$ cat src/rtl/ula_pkg.sv
// Shared definitions for the ULA: datapath width, op encoding, flag bundle.
package ula_pkg;

  localparam int unsigned XLEN = 64;

  // Encoding of the `sub` input.
  typedef enum logic {
    ULA_OP_ADD = 1'b0,
    ULA_OP_SUB = 1'b1
  } ula_op_e;

  // Result flags, registered alongside res when ULA_FLAGS_EN is defined.
  typedef struct packed {
    logic zero;
    logic neg;
    logic carry;
    logic ovf;
  } ula_flags_t;

endpackage : ula_pkg

$ cat src/rtl/ula_adder.sv
// Combinational WIDTH-bit adder with carry-in and carry-out: a + b + cin.
module ula_adder #(
  parameter int unsigned WIDTH = 64
) (
  input  logic [WIDTH-1:0] a,
  input  logic [WIDTH-1:0] b,
  input  logic             cin,
  output logic [WIDTH-1:0] sum,
  output logic             cout
);

  // Single ripple/carry-chain add, one bit wider to capture the carry-out.
  always_comb begin
    {cout, sum} = {1'b0, a} + {1'b0, b} + {{WIDTH{1'b0}}, cin};
  end

endmodule : ula_adder

$ cat src/rtl/ula_core.sv
// Registered add/subtract unit, one cycle latency, valid strobe.
// Optional macro ULA_FLAGS_EN adds registered zero/neg/carry/ovf outputs.
module ula_core
  import ula_pkg::*;
#(
  parameter int unsigned WIDTH = XLEN
) (
  input  logic             clk,
  input  logic             rst,
  input  logic             in_valid,
  input  logic [WIDTH-1:0] s1,
  input  logic [WIDTH-1:0] s2,
  input  logic             sub,
  output logic [WIDTH-1:0] res,
  output logic             out_valid
`ifdef ULA_FLAGS_EN
  ,
  output logic             zero,
  output logic             neg,
  output logic             carry,
  output logic             ovf
`endif
);

  logic             is_sub;
  logic [WIDTH-1:0] b_opnd;
  logic [WIDTH-1:0] sum;
  logic             cout;

  logic [WIDTH-1:0] res_d, res_q;
  logic             valid_d, valid_q;

  // Subtraction reuses the adder: s1 + ~s2 + 1.
  assign is_sub = (sub == ULA_OP_SUB);
  assign b_opnd = s2 ^ {WIDTH{is_sub}};

  ula_adder #(
    .WIDTH(WIDTH)
  ) u_adder (
    .a   (s1),
    .b   (b_opnd),
    .cin (is_sub),
    .sum (sum),
    .cout(cout)
  );

  // Capture the sum on in_valid, otherwise hold; valid is a one-cycle strobe.
  always_comb begin
    res_d   = res_q;
    valid_d = 1'b0;
    if (in_valid) begin
      res_d   = sum;
      valid_d = 1'b1;
    end
  end

  // Result and valid registers, synchronous reset wins over in_valid.
  always_ff @(posedge clk) begin
    if (rst) begin
      res_q   <= '0;
      valid_q <= 1'b0;
    end else begin
      res_q   <= res_d;
      valid_q <= valid_d;
    end
  end

  assign res       = res_q;
  assign out_valid = valid_q;

`ifdef ULA_FLAGS_EN
  ula_flags_t flags_d, flags_q;

  // Flags follow the same capture/hold rule as res; ovf compares the signs
  // of the operands actually entering the adder (s1 and the possibly
  // inverted s2) against the sign of the sum.
  always_comb begin
    flags_d = flags_q;
    if (in_valid) begin
      flags_d.zero  = (sum == '0);
      flags_d.neg   = sum[WIDTH-1];
      flags_d.carry = cout;
      flags_d.ovf   = (s1[WIDTH-1] == b_opnd[WIDTH-1]) &&
                      (sum[WIDTH-1] != s1[WIDTH-1]);
    end
  end

  // Flag register, cleared by reset.
  always_ff @(posedge clk) begin
    if (rst) begin
      flags_q <= '0;
    end else begin
      flags_q <= flags_d;
    end
  end

  assign zero  = flags_q.zero;
  assign neg   = flags_q.neg;
  assign carry = flags_q.carry;
  assign ovf   = flags_q.ovf;
`else
  // Carry-out is only consumed by the flag logic.
  logic unused_cout;
  assign unused_cout = cout;
`endif

endmodule : ula_core

$ cat config.mk
export PLATFORM = sky130hd
export DESIGN_NAME = ula_core
export DESIGN_NICKNAME = d
export VERILOG_FILES = /design/src/rtl/ula_pkg.sv /design/src/rtl/ula_adder.sv /design/src/rtl/ula_core.sv
export SDC_FILE = /design/constraint.sdc
export NUM_CORES = 1
export LEC_CHECK = 0
export CAP_MARGIN = 5
export CORE_ASPECT_RATIO = 1.5
export CORE_UTILIZATION = 45
export CTS_CLUSTER_DIAMETER = 100
export DETAILED_ROUTE_END_ITERATION = 10
export DONT_BUFFER_PORTS = 1
export SKIP_CTS_REPAIR_TIMING = 1
export SLEW_MARGIN = 20
export SYNTH_ARGS = -nofsm -noshare
export SYNTH_HDL_FRONTEND = slang
export SYNTH_SLANG_ARGS = --single-unit
$ cat constraint.sdc
create_clock -name clk -period 10.2 [get_ports clk]
set_clock_uncertainty 0.15 [all_clocks]
set_input_delay 2.04 -clock clk [delete_from_list [all_inputs] [get_ports clk]]
set_output_delay 2.04 -clock clk [all_outputs]
set_load 0.02 [all_outputs]
* Yosys cells after proc, flatten, opt, wreduce, memory -nomap -nowiden *
Index checks and enable logic that the tools add are counted.

cells by class
  muxes and demuxes = 1
  add/sub/neg operators = 2
  bitwise operators = 1

operators by type and width
  kind                                      count
  64-bit by 1-bit adder with 64-bit output  1
  64-bit adder                              1
  64-bit XOR                                1
  1-bit two-way mux                         1

storage, ports and cells
  input port bits = 132
  register bits = 65

* Depth between registers and ports, before layout *
  word-level depth = 3
  depth in mapped cells = 15
  mapped depth without buffers = 13

* Cells and area by module *
From an unflattened synthesis, not the netlist that was laid out.

unflattened totals
  cell total of the unflattened synthesis = 831
  area total of the unflattened synthesis = 6,725.2 µm²

modules (own cells, without submodules)
  module     area an instance (µm²)  sequential area each (µm²)  cells an instance  times used
  ula_adder  3,778.6                 0.0                         552                1
  ula_core   2,946.6                 1,301.2                     279                1

* Worst setup path before layout *
Ideal clock, no wire load.

  path kind = input to register
  from = in sub
  to = reg res_q[62], in the netlist res[62]
  stages = 15
  slack = 4,750 ps
  required time = 9,919 ps
  library setup time = 131 ps
  arrival = 5,169 ps
  cells stage by stage = buf_4 > buf_1 > xor2_1 > ha_1 > buf_2 > a21oi_1 > o21ai_0 > a2111oi_0 > o21ai_0 > a311o_1 > a311oi_1 > a211oi_1 > a221oi_1 > xor2_1 > o21ai_0

on the way
  cells in the longest elaborated chain, start to end = 3

RTL lines
  element                                     line             text
  start, declared                             ula_core.sv:13   input logic sub,
  64-bit XOR                                  ula_core.sv:35   assign b_opnd = s2 ^ {WIDTH{is_sub}};
  64-bit adder                                ula_adder.sv:14  {cout, sum} = {1'b0, a} + {1'b0, b} + {{WIDTH{1'b0}}, cin};
  64-bit by 1-bit adder with 64-bit output *  ula_adder.sv:14
  end signal, assigned                        ula_core.sv:63   res_q <= res_d;
  end, declared                               ula_core.sv:30   logic [WIDTH-1:0] res_d, res_q;

Every way passes the cells marked *; elsewhere a longest branch is shown, timed or not.
A chain may end at the register's enable or synchronous reset.

* Final worst setup path *
Same ends and word-level chain as after synthesis.

==> impl_metrics.tcl <==
set metrics [dict create \
    ir_worst_vdd_mv 0.0770 \
    synth_simple_gate_area_share_pct 19.9 \
    ios 197 \
    crit_path_start_kind "input pin" \
    synthTopCellsByArea "dfxtp_1 20%, ha_1 13%, xor2_1 11%, mux2i_1 5.7%, a21oi_1 5.6%" \
    yosysSeqAreaShare_pct 19.5 \
    relSlewSlack_pct 49.4 \
    syn_nets 1052 \
    cp-end-kind "flop" \
    synth_area_per_cell_sq_um 7.83 \
    num_vias 6185 \
    post-route-period-util_pct 50.0 \
    multi_input_area_sq_um 5150 \
    post-synth-top-area-fraction_pct 19.5 \
    leakage_uw 0.00307 \
    cts_made_buffers 9 \
    placed_area_sq_um 6750 \
    critPathKind "in2reg" \
    dr.pass1.iters 5 \
    synth_top_family_by_area "compound AO/OA/AOI/OAI gates" \
    antenna_found_initial 0 \
    ys_seq_elements 65 \
    grt_max_degree 85 \
    final_area_sq_um 7030 \
    path_cells "xor2_1 > inv_1 > fa_1 > nor2b_1 > o211ai_1 > a21o_1 > a21oi_1 > a311o_1 > a311oi_1 > a211oi_1 > a221oi_1 > xor2_1 > o21ai_0" \
    ant_nets 0 \
    tritoncts "yes" \
    synth_top_cells_by_count "92 x nor2_1, 83 x xor2_1, 74 x a21oi_1" \
    maxSlewViolCount 0 \
    place_congestion 0.903 \
    synthXorXnorAreaFrac_pct 15.0 \
    wl_per_cell_microns 19.4 \
    htreeDepth 3 \
    rows 54 \
    hold_class "reg2reg" \
    critPathMostFrequentCell "xor2_1" \
    period_needed_ns 5.10 \
    cp_slowest_cell "a211oi_1" \
    syn_area_sq_um 6660 \
    drt-initial-drc-count 244 \
    setup_tns_ns 0 \
    coreArea_sq_um 14500 \
    crit_arrival_ns 5.19 \
    synthArstFlopShare_pct 0 \
    portBuffers 0 \
    grt_pass1_vias 5791 \
    synth.most_common_cell "nor2_1" \
    setup_viol 0 \
    seq_area_sq_um 1300 \
    initial_core_util_pct 45.9 \
    die_h_microns 151 \
    drcViolationCount 0 \
    cap_violations 0 \
    netlist_instances 851 \
    grt_overflow 0 \
    synthFlopType "dfxtp_1" \
    routed_wl_microns 19800 \
    synthMuxAreaShare_pct 5.71 \
    powerDensity_nw_per_um2 162 \
    clock_path_buffers 2 \
    drive_above_1_share_pct 3.03 \
    worst_pin_slew_ns 0.749 \
    synth_top_area_cell "dfxtp_1" \
    synth_compound_area_share_pct 23.6 \
    clock-sinks 65 \
    hold_viol 0 \
    grt_use_total_pct 25.3 \
    synthDistinctLibCells 66 \
    clk_latency_ns 0.33 \
    synth_edf_count 0 \
    synthToLayoutAreaGrowth_pct 5.48 \
    nets 1023 \
    hpwl_microns 15600 \
    rsz0062_at_grt "false" \
    die_w_microns 101 \
    dieArea_sq_um 15300 \
    cp_max_fo 64 \
    slowest_delay_ns 0.50 \
    crit_required_ns 10.30 \
    grt_pass1_wl_microns 30000 \
    max_freq_ghz 0.196 \
    clkSlewWorstSetupHoldPaths_ns 0.06 \
    viasPerCell 6.05 \
    fillCellCount 1485 \
    yosys_warnings 0 \
    status "complete, no violations" \
    antenna_cells 0 \
    cts_root_buf "clkbuf_16" \
    synth_fa_ha_area_share_pct 13.1 \
]
==> power by group <==
group | internal [uW] | total [uW] | switching, uW
Combinational | 194 | 464 | 271
Sequential | 293 | 370 | 76.8
Clock | 188 | 306 | 118
==> flip-flops by register name, indices dropped and copies added, names as in the netlist <==
name	cells
out_valid	1
res	64
==> final cells by class <==
| class | count | area share (%) |
|---|---|---|
| Clock buffer | 12 | 3.37 |
| Sequential cell | 65 | 18.5 |
| Tap cell | 196 | 3.49 |
| Multi-Input combinational cell | 733 | 73.3 |
| Clock inverter | 3 | 0.605 |
| Inverter | 13 | 0.694 |
==> per-stage QoR <==
stage	utilization, %	power, uW	worst slack, ns	instances	hold slack [ns]
after floorplan	-	736	4.75	851	0.386
after global placement	46.5	831	4.86	1007	0.407
after detailed placement	46.5	834	4.78	1007	0.406
after CTS	48.4	1150	5.10	1022	0.414
after global routing	48.4	1210	4.88	1022	0.428
final	48.4	1140	5.10	1022	0.410
==> worst paths after layout <==
| path | start | to | slack (ns) | depth (start not counted) |
|---|---|---|---|---|
| max | sub | res[62]$_SDFFE_PP0P_ | 5.10 | 13 |
| min | res[57]$_SDFFE_PP0P_ | res[57]$_SDFFE_PP0P_ | 0.41 | 2 |
| max reg2reg | res[26]$_SDFFE_PP0P_ | res[26]$_SDFFE_PP0P_ | 8.89 | 2 |
| min reg2reg | res[57]$_SDFFE_PP0P_ | res[57]$_SDFFE_PP0P_ | 0.41 | 2 |
==> layout by cell type (no fill, tap or decap), types with 6 or more instances in the layout <==
cell type	instances
clkbuf_16	9
nor3_1	8
mux2i_1	38
a31oi_1	7
xor2_1	83
o21bai_1	9
nor2b_1	9
and3_1	10
dfxtp_1	65
or3_1	6
nor3b_1	8
nor2_1	92
nand2b_1	13
nand2_1	67
nand4_1	19
a211oi_1	15
nand3_1	13
a21oi_1	74
xnor2_1	31
a21o_1	41
o21ai_0	38
ha_1	68
o22ai_1	6
inv_1	13
==> layer usage <==
| metal | wire length [microns] | global-route usage (%) |
|---|---|---|
| met1 | 7640 | 27.6 |
| met2 | 10400 | 47.5 |
| met3 | 1230 | 5.17 |
| met4 | 520 | 8.99 |
| met5 | 0 | 0 |
==> worst max-delay path: cells and delay by family <==
kind / cells / cell delay [ns]
simple gates: 1 / 0.17
fa+ha+maj: 1 / 0.44
buf+inv: 1 / 0.09
xor+xnor: 2 / 0.35
compound gates: 8 / 2.10
==> cell families after synthesis <==
logic type      after synthesis
simple gates                271
compound gates              241
xor+xnor                    114
fa+ha+maj                    69
flops                        65
buf+inv                      53
mux                          38
Note: power is estimated with default switching activity, not from simulation.
